===== src/rtl/argmax_tree_if.sv =====
// Score-vector in / winner out bus for argmax_tree.
//
// Handshake: a transfer happens on a rising clk edge where valid and ready
// are both high. A producer holds its payload and valid steady until that
// edge; ready may depend combinationally on the consumer's own state and on
// out_ready, but never on the matching valid or payload.
interface argmax_tree_if #(
  parameter int NUM_CLASSES = 29,
  parameter int DATA_W      = 8,
  parameter int IDX_W       = $clog2(NUM_CLASSES)
);
  logic [NUM_CLASSES*DATA_W-1:0] in_data;
  logic                          in_valid;
  logic                          in_ready;
  logic [IDX_W-1:0]              out_idx;
  logic [DATA_W-1:0]             out_data;
  logic [DATA_W-1:0]             out_margin;
  logic                          out_valid;
  logic                          out_ready;

  // Side that supplies vectors and consumes results.
  modport master (
    output in_data, in_valid, out_ready,
    input  in_ready, out_idx, out_data, out_margin, out_valid
  );

  // The reducer itself.
  modport slave (
    input  in_data, in_valid, out_ready,
    output in_ready, out_idx, out_data, out_margin, out_valid
  );
endinterface


===== src/rtl/argmax_tree.sv =====
// Pipelined radix-4 argmax reducer with valid/ready flow control.
// Each register stage folds groups of four (value, index) pairs into one
// winner; the lower index wins on equal values so the final answer is the
// lowest index among equal maxima. Empty node inputs are padded with the type
// minimum and an all-ones index so they never displace a real class.
// Optional build macro ARGMAX_MARGIN_EN: carries a runner-up value through
// the tree and drives out_margin = top - runner-up; without it out_margin is 0
// and no runner-up logic exists.
module argmax_tree #(
  parameter int NUM_CLASSES = 29,
  parameter int DATA_W      = 8,
  parameter bit SIGNED      = 1'b0,
  parameter int IDX_W       = $clog2(NUM_CLASSES)
) (
  input logic          clk,
  input logic          reset,
  argmax_tree_if.slave bus
);

  // Number of radix-4 levels needed to reduce n entries to one.
  function automatic int calc_stages(input int n);
    int s;
    int r;
    s = 0;
    r = n;
    while (r > 1) begin
      r = (r + 3) / 4;
      s++;
    end
    return s;
  endfunction

  // Entry count feeding level k (level 0 is the raw class vector).
  function automatic int level_n(input int k);
    int r;
    r = NUM_CLASSES;
    for (int s = 0; s < k; s++) r = (r + 3) / 4;
    return r;
  endfunction

  localparam int STAGES = calc_stages(NUM_CLASSES);

  // Type minimum: only the sign bit set for two's complement, zero otherwise.
  localparam logic [DATA_W-1:0] V_MIN = {SIGNED, {(DATA_W-1){1'b0}}};

  // Flipping the sign bit turns a signed ordering into an unsigned one.
  function automatic logic [DATA_W-1:0] order_key(input logic [DATA_W-1:0] v);
    return v ^ V_MIN;
  endfunction

  // True when candidate a should replace b as the winner.
  function automatic logic beats(input logic [DATA_W-1:0] v_a, input logic [IDX_W-1:0] i_a,
                                 input logic [DATA_W-1:0] v_b, input logic [IDX_W-1:0] i_b);
    return (order_key(v_a) > order_key(v_b)) || ((v_a == v_b) && (i_a < i_b));
  endfunction

`ifdef ARGMAX_MARGIN_EN
  function automatic logic [DATA_W-1:0] vmax(input logic [DATA_W-1:0] a,
                                             input logic [DATA_W-1:0] b);
    return (order_key(a) >= order_key(b)) ? a : b;
  endfunction
`endif

  logic [STAGES-1:0] stg_vld;
  logic [STAGES-1:0] stg_load;

  // A stage loads when empty or when its successor drains it; the last stage
  // drains into out_ready. This collapses bubbles and makes in_ready a pure
  // function of the stage valids and out_ready.
  always_comb begin
    logic ld;
    stg_load = '0;
    ld = ~stg_vld[STAGES-1] | bus.out_ready;
    stg_load[STAGES-1] = ld;
    for (int k = STAGES - 2; k >= 0; k--) begin
      ld = ~stg_vld[k] | ld;
      stg_load[k] = ld;
    end
  end

  for (genvar k = 0; k < STAGES; k++) begin : g_stage
    localparam int IN_N  = level_n(k);
    localparam int OUT_N = level_n(k + 1);

    logic [IN_N*DATA_W-1:0]  in_v;
    logic [IN_N*IDX_W-1:0]   in_i;
    logic                    in_vld;
    logic [OUT_N*DATA_W-1:0] d_v;
    logic [OUT_N*IDX_W-1:0]  d_i;
    logic [OUT_N*DATA_W-1:0] q_v;
    logic [OUT_N*IDX_W-1:0]  q_i;
    logic                    vld;
`ifdef ARGMAX_MARGIN_EN
    logic [IN_N*DATA_W-1:0]  in_r;
    logic [OUT_N*DATA_W-1:0] d_r;
    logic [OUT_N*DATA_W-1:0] q_r;
`endif

    if (k == 0) begin : g_src
      assign in_vld = bus.in_valid;
      assign in_v   = bus.in_data;
      for (genvar c = 0; c < IN_N; c++) begin : g_cls
        assign in_i[c*IDX_W +: IDX_W] = IDX_W'(c);
`ifdef ARGMAX_MARGIN_EN
        assign in_r[c*DATA_W +: DATA_W] = V_MIN;
`endif
      end
    end else begin : g_src
      assign in_vld = g_stage[k-1].vld;
      assign in_v   = g_stage[k-1].q_v;
      assign in_i   = g_stage[k-1].q_i;
`ifdef ARGMAX_MARGIN_EN
      assign in_r   = g_stage[k-1].q_r;
`endif
    end

    for (genvar j = 0; j < OUT_N; j++) begin : g_node
      logic [4*DATA_W-1:0] c_v;
      logic [4*IDX_W-1:0]  c_i;
      logic [DATA_W-1:0]   w_v;
      logic [IDX_W-1:0]    w_i;
`ifdef ARGMAX_MARGIN_EN
      logic [4*DATA_W-1:0] c_r;
      logic [DATA_W-1:0]   w_r;
`endif

      for (genvar m = 0; m < 4; m++) begin : g_in
        if (4 * j + m < IN_N) begin : g_real
          assign c_v[m*DATA_W +: DATA_W] = in_v[(4*j+m)*DATA_W +: DATA_W];
          assign c_i[m*IDX_W +: IDX_W]   = in_i[(4*j+m)*IDX_W +: IDX_W];
`ifdef ARGMAX_MARGIN_EN
          assign c_r[m*DATA_W +: DATA_W] = in_r[(4*j+m)*DATA_W +: DATA_W];
`endif
        end else begin : g_pad
          assign c_v[m*DATA_W +: DATA_W] = V_MIN;
          assign c_i[m*IDX_W +: IDX_W]   = '1;
`ifdef ARGMAX_MARGIN_EN
          assign c_r[m*DATA_W +: DATA_W] = V_MIN;
`endif
        end
      end

      // Scan the four candidates in index order; a displaced winner becomes a
      // runner-up candidate, a loser's top value competes for runner-up.
      always_comb begin
        w_v = c_v[0 +: DATA_W];
        w_i = c_i[0 +: IDX_W];
`ifdef ARGMAX_MARGIN_EN
        w_r = c_r[0 +: DATA_W];
`endif
        for (int m = 1; m < 4; m++) begin
          if (beats(c_v[m*DATA_W +: DATA_W], c_i[m*IDX_W +: IDX_W], w_v, w_i)) begin
`ifdef ARGMAX_MARGIN_EN
            w_r = vmax(w_v, c_r[m*DATA_W +: DATA_W]);
`endif
            w_v = c_v[m*DATA_W +: DATA_W];
            w_i = c_i[m*IDX_W +: IDX_W];
          end else begin
`ifdef ARGMAX_MARGIN_EN
            w_r = vmax(w_r, c_v[m*DATA_W +: DATA_W]);
`endif
          end
        end
      end

      assign d_v[j*DATA_W +: DATA_W] = w_v;
      assign d_i[j*IDX_W +: IDX_W]   = w_i;
`ifdef ARGMAX_MARGIN_EN
      assign d_r[j*DATA_W +: DATA_W] = w_r;
`endif
    end

    // Stage register: captures node winners and the upstream valid on load,
    // otherwise holds (which is what keeps the outputs stable under stall).
    always_ff @(posedge clk or posedge reset) begin
      if (reset) begin
        vld <= 1'b0;
        q_v <= '0;
        q_i <= '0;
`ifdef ARGMAX_MARGIN_EN
        q_r <= '0;
`endif
      end else if (stg_load[k]) begin
        vld <= in_vld;
        q_v <= d_v;
        q_i <= d_i;
`ifdef ARGMAX_MARGIN_EN
        q_r <= d_r;
`endif
      end
    end

    assign stg_vld[k] = vld;
  end

  assign bus.in_ready  = stg_load[0];
  assign bus.out_valid = stg_vld[STAGES-1];
  assign bus.out_data  = g_stage[STAGES-1].q_v;
  assign bus.out_idx   = g_stage[STAGES-1].q_i;

`ifdef ARGMAX_MARGIN_EN
  // Top never orders below the runner-up, so the modular DATA_W-bit
  // difference equals the exact non-negative margin.
  assign bus.out_margin = g_stage[STAGES-1].q_v - g_stage[STAGES-1].q_r;
`else
  assign bus.out_margin = '0;
`endif

endmodule


===== src/flat_wrapper.sv =====
// flat-port wrapper written by rule: the top's interface ports become plain ports
module argmax_tree_flat 
#(
  parameter int NUM_CLASSES = 29,
  parameter int DATA_W      = 8,
  parameter bit SIGNED      = 1'b0,
  parameter int IDX_W       = $clog2(NUM_CLASSES)
)
  (clk, reset, bus_in_data, bus_in_valid, bus_out_ready, bus_in_ready, bus_out_idx, bus_out_data, bus_out_margin, bus_out_valid);
  argmax_tree_if #(.NUM_CLASSES(NUM_CLASSES), .DATA_W(DATA_W), .IDX_W(IDX_W)) bus_i ();
  input logic clk;
  input logic reset;
  input wire logic [$bits(bus_i.in_data)-1:0] bus_in_data;
  input wire logic [$bits(bus_i.in_valid)-1:0] bus_in_valid;
  input wire logic [$bits(bus_i.out_ready)-1:0] bus_out_ready;
  output wire logic [$bits(bus_i.in_ready)-1:0] bus_in_ready;
  output wire logic [$bits(bus_i.out_idx)-1:0] bus_out_idx;
  output wire logic [$bits(bus_i.out_data)-1:0] bus_out_data;
  output wire logic [$bits(bus_i.out_margin)-1:0] bus_out_margin;
  output wire logic [$bits(bus_i.out_valid)-1:0] bus_out_valid;
  assign bus_i.in_data = bus_in_data;
  assign bus_i.in_valid = bus_in_valid;
  assign bus_i.out_ready = bus_out_ready;
  assign bus_in_ready = bus_i.in_ready;
  assign bus_out_idx = bus_i.out_idx;
  assign bus_out_data = bus_i.out_data;
  assign bus_out_margin = bus_i.out_margin;
  assign bus_out_valid = bus_i.out_valid;
  argmax_tree #(.NUM_CLASSES(NUM_CLASSES), .DATA_W(DATA_W), .SIGNED(SIGNED), .IDX_W(IDX_W)) u_core (.clk(clk), .reset(reset), .bus(bus_i));
endmodule

===== config.mk =====
export PLATFORM = sky130hd
export DESIGN_NAME = argmax_tree_flat
export DESIGN_NICKNAME = d
export VERILOG_FILES = /design/src/rtl/argmax_tree_if.sv /design/src/rtl/argmax_tree.sv /design/src/flat_wrapper.sv
export SDC_FILE = /design/constraint.sdc
export NUM_CORES = 1
export LEC_CHECK = 0
export CAP_MARGIN = 15
export CORE_MARGIN = 2
export CORE_UTILIZATION = 52
export CTS_CLUSTER_SIZE = 14
export DETAILED_ROUTE_END_ITERATION = 10
export PLACE_DENSITY = 0.91
export SLEW_MARGIN = 20
export SYNTH_ARGS = -nofsm -noshare
export SYNTH_HDL_FRONTEND = slang
export SYNTH_SLANG_ARGS = --single-unit

===== constraint.sdc =====
create_clock -name clk -period 7.15 [get_ports clk]
set_clock_uncertainty 0.1 [all_clocks]
set_input_delay 1.0725 -clock clk [delete_from_list [all_inputs] [get_ports clk]]
set_output_delay 1.0725 -clock clk [all_outputs]
set_load 0.02 [all_outputs]

Word level (Yosys, flattened, before mapping)

Index checks and enable logic that the tools add are counted.

$add $sub $neg: 0
Multiply operators: 0
Equal/unequal tests: 21
Bitwise gates (word level): 6
Order comparisons: 58
Muxes and demuxes: 66
Shifts and indexed selects: 0
Divide/modulo/power cells: 0
Reductions and logical operators: 54

Operators by type and width:

| kind                                                                            | count |
|---|---|
| 8-bit 2-to-1 mux                                                                | 33 |
| 8-bit greater-than comparator                                                   | 28 |
| 8-bit equality test                                                             | 21 |
| 5-bit 2-to-1 mux                                                                | 25 |
| 5-bit < comparator (first input constant)                                       | 10 |
| 1-bit by 8-bit greater-than comparator with 1-bit output (first input constant) | 5 |
| 5-bit < comparator                                                              | 7 |
| 8-bit logical NOT                                                               | 4 |
| 1-bit logical AND                                                               | 25 |
| 1-bit logical OR                                                                | 25 |
| 4-bit by 5-bit < comparator with 1-bit output (first input constant)            | 4 |
| 2-bit by 5-bit < comparator with 1-bit output (first input constant)            | 2 |
| 3-bit by 5-bit < comparator with 1-bit output (first input constant)            | 2 |
| 1-bit 2-to-1 mux                                                                | 7 |
| 1-bit inverter                                                                  | 3 |
| 1-bit OR                                                                        | 3 |
| 2-bit 2-to-1 mux                                                                | 1 |

Register bits: 146
Bits in latches: 0
Memory bits (read-only): 0
Memory bits (writable): 0
Memories kept: 0

Depth between registers and ports, before layout

Gate-level depths: netlist (run 1).

Depth after elaboration: 12
Depth in mapped cells: 34
Gate-level depth less buffers: 32

Worst setup path before layout (run 1)

OpenSTA, ideal clock, no wires.

Path kind: input to register
Start point: in bus_in_data[97]
End point: reg u_core.g_stage[0].q_v[25]
Path slack: 0.747 ns
Library setup time: 0.148 ns
Path buffers: 2
Data required time: 6.902 ns
Stages on the path: 33
Data arrival time: 6.155 ns
Cells stage by stage: inv_1 > ha_1 > nor2b_1 > o21a_1 > o21ai_0 > nand2b_1 > a21oi_1 > o21ai_0 > o21ai_1 > mux2i_1 > ha_1 > nor2b_1 > o21a_1 > o21ai_0 > nand2b_1 > a21oi_1 > o21ai_0 > o21ai_1 > clkbuf_1 > nor2_1 > a21oi_1 > inv_1 > ha_1 > nor2b_1 > o21a_1 > o21ai_0 > nand2b_1 > a21oi_1 > o21ai_0 > o21ai_0 > clkbuf_1 > mux2i_1 > a21oi_1

Word-level cells in the longest chain between the ends: 10
Elaborated cells between the ends (all ways): 16

RTL lines:

| element                                                                               | line               | source |
|---|---|---|
| from (decl)                                                                           | flat_wrapper.sv:13 | `input wire logic [$bits(bus_i.in_data)-1:0] bus_in_data;` |
| parallel branches: the longest is 9 deep, another holds 8-bit greater-than comparator | -                  |  |
| 8-bit 2-to-1 mux *                                                                    | argmax_tree.sv:152 | `if (beats(c_v[m*DATA_W +: DATA_W], c_i[m*IDX_W +: IDX_W], w_v, w_i)) begin` |
| to (signal assigned)                                                                  | argmax_tree.sv:185 | `q_v <= d_v;` |
| to (decl)                                                                             | argmax_tree.sv:90  | `logic [OUT_N*DATA_W-1:0] q_v;` |

Every way passes the cells marked *.
A chain may end at the register's enable or synchronous reset.

Worst setup path after layout (run 1)

Start point: reg u_core.g_stage[0].q_v[1]
End point: reg u_core.g_stage[1].q_v[1]

Word-level cells in the longest chain between the ends: 12
Elaborated cells between the ends (all ways): 19

RTL lines:

| element                                                                                | line |
|---|---|
| parallel branches: the longest is 11 deep, another holds 8-bit greater-than comparator | - |
| 8-bit 2-to-1 mux *                                                                     | argmax_tree.sv:152 |
| to (signal assigned)                                                                   | argmax_tree.sv:185 |
| to (decl)                                                                              | argmax_tree.sv:90 |

Marks and branches as above.

==> reports/results.env, run 1 <==
TIMING.FMAX_GHz=0.149
YS_SEQ_ELEMENTS=120
MOST_USED_CELL_ALONG_THE_CRITICAL_PATH='o21a_1'
SLOWEST_DELAY_PS=450
VIAS=12000
WORST_IR_DROP_VDD_V=0.000260
TIMING.FINAL.WS_SETUP_PS=455
START_KIND='flip-flop'
SYN-CELL-AREA_MM2=0.0128
ROUTED_WL_MM=33.3
HIGHEST_LAYER='met4'
VIA_COUNT_OF_THE_FIRST_GLOBAL_ROUTING_PASS=12400
RRSETUPSLACK_PS=450
DIE-HEIGHT_UM=161
CLK_TRANSITION_REPORTED_PATHS_PS=60
RSZ0062_AT_GRT='no'
FINAL_NETS=2263
DRV_CAP=0
CRITICAL_PATH.REG2REG.STARTPOINT='u_core.g_stage[0].q_v[1]'
CORE_AREA_MM2=0.0242
MET1WIRELENGTH_MM=13.7
REMAINING_DRC_ERRORS=0
LAYOUT_WORST_PATH_CYCLE_SHARE=0.936
SYNTH.YOSYS.SEQ_AREA_SHARE=0.235
DETAIL_ROUTE.ITER0.VIOLATIONS=695
POST-SYNTH-TOP-AREA-FRACTION=0.235
TOTAL_LEAKAGE_POWER_nW=8.19
DIE_AREA_MM2=0.0258
MULTI_INPUT_COMBINATIONAL_CELL_AREA_MM2=0.00894
AREA_DELTA_SYNTH_FINAL_PCT=27.6
STARTING_UTILIZATION_OF_THE_CORE_AREA=0.528
ROUTABILITYCONGESTION=0.920
CTSLONGESTPATHBUFFERS=2
HPWL_MM=27.6
GRT_FIRST_PASS_WIRELENGTH_MM=56.1
ROUTE.DETAILED.WL_PER_INST_UM=15.6
NUMBER_OF_DIODES_ADDED_FOR_ANTENNA_FIXING=0
OUTCOME='finished clean'
PORTBUFFERS=250
PLACEMENT_ROWS=57
CLOCK_TREE.HTREE_LEVEL_COUNT=4
SLEW-LIMIT-HEADROOM=0.435
WORST_REG2REG_ENDPOINT='u_core.g_stage[1].q_v[1]'
SYNTHESIS.AREA_PER_INSTANCE_UM2=8.26
MIN_PERIOD_PS=6700
WORSTMARGINPINSLEW_PS=842
SYNTH_TOP_CELLS_BY_AREA='dfrtp_1 24%, ha_1 23%, mux2i_1 9.7%'
POSTLAYOUTCELLAREA_MM2=0.0163
MET3_LENGTH_MM=1.72
GRT_USE_TOTAL=0.261
REGAREA_MM2=0.00300
PLACED_CELL_AREAS_MM2=0.0157
WORSTPATHREQUIRED_PS=7410
FINALSETUPVIOLCOUNT=0
FINAL_CELL_MIX='250 x clkdlybuf4s50_1, 232 x ha_1, 167 x a21oi_1'
FINISH.UTILIZATION=0.673
DETAILEDROUTE.FIRSTPASSITERATIONCOUNT=5
FIN_TOTAL_PWR_mW=5.70
LAYOUT-DRIVE-GT1-SHARE=0.0653
WORST-SETUP-PATH-TYPE='flip-flop to flip-flop'
SYNTH_AREA_LEADER_CELL='dfrtp_1'
MOSTFREQUENTLAYOUTCELL='clkdlybuf4s50_1'
MET2WIRELENGTH_MM=16.7
GLOBAL_ROUTE.OVERFLOW_TOTAL=0
R2R_CELLS=29
ANTENNA_FOUND_INITIAL=0
DP_WORST_SETUP_SLACK_PS=177
FINALHOLDVIOLCOUNT=0
SYNTH_ASYNC_SR_FLOP_SHARE=1.00
CRITPATHSLOWESTCELL='or3_1'
ANT_NETS=0
SLEW_VIOLATIONS=0
NUMBER_OF_CLOCK_SINKS=120
DIE_WIDTH_UM=161
CRIT_PATH_END_KIND='flip-flop'
CLK_LATENCY_PS=440
WHS_PATH_DEPTH=2
WHS_ENDPOINT='u_core.bus.out_data[3]'
GRT_START_MAX_NET_PINS=83
NUM-FILL-CELLS=1892
WORST_HOLD_STARTPOINT='u_core.bus.out_data[3]'
WORST_HOLD_PATH_TYPE='flip-flop to flip-flop'
TOTALNEGATIVESETUPSLACK_PS=0
SYNTH.YOSYS.WARNINGS=0
CTS-BUFFERS-INSERTED=17
SYNTH_CELL_TYPES=55
SYNTHCELLS=1545
SYNTH-EDFF-COUNT=0
CTS_TREE='yes'
DETAIL_ROUTE.VIAS_PER_CELL=5.64
BOUNDARYPINS=259
CRITPATHMAXFANOUT=19
CLOCKROOTBUFFER='clkbuf_16'
TIMING.CRITICAL_PATH.ARRIVAL_PS=6960
POWER_PER_CELL_AREA_mW_PER_MM2=350
YOSYS_MOST_USED_DFF='dfrtp_1'
[stage by stage]
step	hold slack, ps	instances
2_1_floorplan	335	1552
3_3_place_gp	363	2099
3_5_place_dp	372	2099
4_1_cts	386	2131
5_1_grt	403	2132
6_report	380	2132
[synthesized netlist by cell type, types with 3 or more instances]
cell        n
mux2_2     33
a31oi_1    27
nand3_1    49
and2_1     10
buf_1       3
a21o_1     32
or2_2       7
nor3_1      3
a21oi_1   167
buf_4       8
clkbuf_1   44
inv_1     158
o21ai_0    95
mux2i_1   123
or3_1       6
and3_1     21
o21a_1     35
nor2_1    152
dfrtp_1   120
nand4_1    16
o31ai_1     9
nand2_1    67
nor2b_1    28
o21ai_1    16
nand2b_1   37
o22ai_1     3
ha_1      232
a211oi_1    4
o21bai_1    7
a211o_1     5
[kinds of logic (layout without fill, tap and decap cells)]
logic type	Yosys count	count (layout)	share of synthesized area
AOI/OAI and AO/OA	418	418	0.194
and+or+nand+nor	402	402	0.150
other	1	8	0.000294
adders and majority gates	232	232	0.228
buffers and inverters	216	472	0.0667
muxes	156	156	0.126
DFF	120	120	0.235
[worst max-delay path by stage]
stage	from	endpoint	slack, ps	cells after the start
after floorplan	bus_in_data[97]	u_core.g_stage[0].q_v[25]	750	33
after global placement	u_core.g_stage[0].q_v[0]	u_core.g_stage[1].q_v[1]	420	28
after detailed placement	bus_in_data[193]	u_core.g_stage[0].q_v[53]	180	29
after CTS	u_core.g_stage[0].q_v[0]	u_core.g_stage[1].q_v[1]	200	28
after global routing	bus_in_data[193]	u_core.g_stage[0].q_v[53]	60	29
final	u_core.g_stage[0].q_v[1]	u_core.g_stage[1].q_v[1]	450	29
[worst max-delay path, delay by kind of cell, from the launching register on]
kind	cells	cell delay (ps)
AO/OA/AOI/OAI	17	3430
adder cells (fa/ha/maj)	3	730
buffers and inverters	2	140
flip-flops	1	390
multiplexers	1	310
AND/OR/NAND/NOR	6	1540
[state kept, by name, indices dropped and copies added (netlist names)]
name	cells
u_core.bus.out_idx	5
u_core.bus.out_valid	1
u_core.g_stage.q_i	24
u_core.bus.out_data	8
u_core.g_stage.vld	2
u_core.g_stage.q_v	80
[power breakdown]
| part | leakage, nW | internal (mW) | total, mW | switching, mW |
|---|---|---|---|---|
| clock network | 0.275 | 0.529 | 0.846 | 0.317 |
| logic | 6.54 | 1.69 | 3.66 | 1.98 |
| registers | 1.38 | 0.949 | 1.20 | 0.248 |
[layout make-up]
class | instances | share of cell area
Tap cell | 324 | 0.0249
Clock buffer | 21 | 0.0283
Timing Repair Buffer | 282 | 0.169
Clock inverter | 11 | 0.00753
Sequential cell | 120 | 0.184
Inverter | 158 | 0.0366
Multi-Input combinational cell | 1216 | 0.549
[repair_timing]
item | in CTS | in global routing
hold buffers | 0 | 0
resized for setup | 0 | 2
endpoints found under the setup margin | 0 | 11
setup buffers | 0 | 0
[routing by layer]
metal	GRT usage	up-vias
met3	0.0501	87
met4	0.0934	0
met2	0.477	296
met1	0.303	5650
li1	-	5987
met5	0	-
Power figures use the tool's default switching activity.
==> run 2: changes to the inputs <==
SKIP_LAST_GASP = 1   (was default)
==> results of run 2 <==
The final DEF is identical to that of run 1; final timing and power are the same.
==> run 3: changes to the inputs <==
CORE_UTILIZATION = 45   (was 52)
PLACE_DENSITY = 0.81   (was 0.91)
==> run 3 against run 2 <==
Final area increased by 0.57%. Flip-flop and latch count unchanged. Hold slack got worse by 4.2 ps. Cell count increased by 2.6%. Clock-buffer cell count decreased by 4. Die area increased by 15%. Global-route usage decreased by 3.2 points. Sequential power about the same. Power increased by 2.3%. Worst setup slack improved by 13 ps. Maximum frequency increased by 0.19%.
==> reports/results.env, run 3 (same netlist as run 1, synthesis figures left out) <==
FINAL_NETS=2264
MOST_USED_CELL_ALONG_THE_CRITICAL_PATH='o21a_1'
CRITICAL_PATH.REG2REG.STARTPOINT='u_core.g_stage[0].q_v[1]'
ROUTABILITYCONGESTION=0.888
SEQ_POWER_SHARE=0.205
SLOWEST_DELAY_PS=390
CLK_TRANSITION_REPORTED_PATHS_PS=60
VIA_COUNT_OF_THE_FIRST_GLOBAL_ROUTING_PASS=11800
SLEW-LIMIT-HEADROOM=0.433
P_INT_mW=3.27
WORST_HOLD_STARTPOINT='u_core.bus.out_data[3]'
TOTAL_LEAKAGE_POWER_nW=8.22
STARTPOINT='u_core.g_stage[0].q_v[1]'
TIMING.FMAX_GHz=0.150
CRIT_PATH_END_KIND='flip-flop'
MET3_LENGTH_MM=1.49
FINAL_CELL_MIX='250 x clkdlybuf4s50_1, 232 x ha_1, 167 x a21oi_1'
CORE_AREA_MM2=0.0279
SWITCHING_SHARE_OF_TOTAL_POWER=0.440
GLOBAL_ROUTE.OVERFLOW_TOTAL=0
CLOCK_TREE.HTREE_LEVEL_COUNT=4
CLK_LATENCY_PS=420
BOUNDARYPINS=259
MOSTFREQUENTLAYOUTCELL='clkdlybuf4s50_1'
CTS-BUFFERS-INSERTED=17
TOTALNEGATIVESETUPSLACK_PS=0
CTSLONGESTPATHBUFFERS=2
MET2WIRELENGTH_MM=16.8
REGISTERS.TOP_BY_FF_COUNT='u_core.g_stage.q_v'
STDCELL_COUNT=2187
FINALSETUPVIOLCOUNT=0
CRITPATHSLOWESTCELL='dfrtp_1'
ROUTED_WL_MM=34.2
NUMBER_OF_CLOCK_SINKS=120
CRITPATHMAXFANOUT=16
CLOCKROOTBUFFER='clkbuf_16'
DETAILEDROUTE.FIRSTPASSITERATIONCOUNT=5
RSZ0062_AT_GRT='no'
WORST_IR_DROP_VDD_V=0.000320
GRT_FIRST_PASS_WIRELENGTH_MM=55.0
DIE_AREA_MM2=0.0297
ROUTE.DETAILED.WL_PER_INST_UM=15.6
ANTENNA_FOUND_INITIAL=2
POWER_PER_CELL_AREA_mW_PER_MM2=357
FINALHOLDVIOLCOUNT=0
AREA_DELTA_SYNTH_FINAL_PCT=28.4
OUTCOME='finished clean'
DIE-HEIGHT_UM=172
REMAINING_DRC_ERRORS=0
TIMING.CRITICAL_PATH.ARRIVAL_PS=6910
HPWL_MM=28.1
VIAS=12000
CTS_TREE='yes'
CLKPWRFRAC=0.150
INSTANCE_COUNT_AFTER_PLACEMENT_WITH_TAP_CELLS_INCLUDED=2152
MIN_PERIOD_PS=6680
FIN_HOLD_WS_PS=376
WORST-SETUP-PATH-TYPE='flip-flop to flip-flop'
NUMBER_OF_DIODES_ADDED_FOR_ANTENNA_FIXING=0
WORSTMARGINPINSLEW_PS=851
WORST_HOLD_PATH_TYPE='flip-flop to flip-flop'
PORTBUFFERS=250
WORSTPATHREQUIRED_PS=7380
DRV_CAP=0
PLACED_CELL_AREAS_MM2=0.0157
TOTAL_SWITCHING_POWER_mW=2.57
MET1WIRELENGTH_MM=14.9
STARTING_UTILIZATION_OF_THE_CORE_AREA=0.458
COMB_POWER_SHARE=0.645
DETAIL_ROUTE.VIAS_PER_CELL=5.47
LAYOUT-DRIVE-GT1-SHARE=0.0663
CTS_HOLD_BUFFERS=0
LARGEST_REGISTER_FF_COUNT=80
ANT_NETS=0
LAYOUT_WORST_PATH_CYCLE_SHARE=0.935
GRT_USE_TOTAL=0.229
POSTLAYOUTCELLAREA_MM2=0.0164
SLEW_VIOLATIONS=0
START_KIND='flip-flop'
HIGHEST_LAYER='met5'
FIN_TOTAL_PWR_mW=5.84
GRT_START_MAX_NET_PINS=90
PLACEMENT_ROWS=61
DIE_WIDTH_UM=172
DETAIL_ROUTE.ITER0.VIOLATIONS=533
-- run 3: cell types whose count changed in the layout (fill, tap and decap cells not counted), moves of 2 or more --
cell,delta
clkbuf_1,-2
clkinv_4,+3
clkinvlp_4,-2
clkbuf_8,-2
-- run 3: power groups by stage --
stage	clock, mW	sequential [mW]	combinational [mW]
2_1_floorplan	0	1.15	2.68
3_3_place_gp	0	1.19	3.48
3_5_place_dp	0	1.20	3.61
4_1_cts	0.883	1.19	3.64
5_1_grt	0.915	1.23	4.23
6_report	0.873	1.20	3.77
-- run 3: final timing paths --
| kind | to | depth (start not counted) | slack (ps) |
|---|---|---|---|
| setup / recovery | u_core.g_stage[1].q_v[5] | 31 | 470 |
| hold / removal | u_core.bus.out_data[3] | 2 | 380 |
| setup reg to reg | u_core.g_stage[1].q_v[5] | 31 | 470 |
| hold reg to reg | u_core.bus.out_data[3] | 2 | 380 |
| max in group asynchronous | u_core.g_stage[0].q_v[46] | 3 | 4640 |
| min in group asynchronous | u_core.g_stage[1].q_v[4] | 2 | 1040 |
-- run 3: metal layers --
metal  GRT usage  vias to the layer above
met3      0.0391                       72
met5           0                        -
li1            -                     5981
met2       0.399                      307
met4      0.0775                        4
met1       0.285                     5602
-- run 3: area by class of cell --
type,count,area [um2]
fill,2451,11500
tap,378,473
clock buffer,17,425
inverter,158,596
clock inverter,15,178
timing repair buffer,283,2760
sequential,120,3000
multi-input combinational,1216,8940
-- run 3: what timing repair did --
| action | 4_1_cts | 5_1_grt |
|---|---|---|
| resized for setup | 0 | 1 |
| setup buffers | 0 | 3 |
| endpoints found under the setup margin | 0 | 11 |
-- run 3: worst max-delay path: cells and delay by family (launching register included) --
| kind | cells | cell delay (ps) |
|---|---|---|
| AOI/OAI and AO/OA | 18 | 3640 |
| adders and majority gates | 3 | 680 |
| buffers and inverters | 4 | 560 |
| DFF | 1 | 390 |
| muxes | 1 | 140 |
| and+or+nand+nor | 5 | 1070 |
-- run 3: stage by stage --
step | setup WS, ps | utilization
final | 468 | 0.588
after global routing | 6.41 | 0.588
after floorplan | 747 | -
after detailed placement | 264 | 0.565
after global placement | 340 | 0.565
after CTS | 180 | 0.586
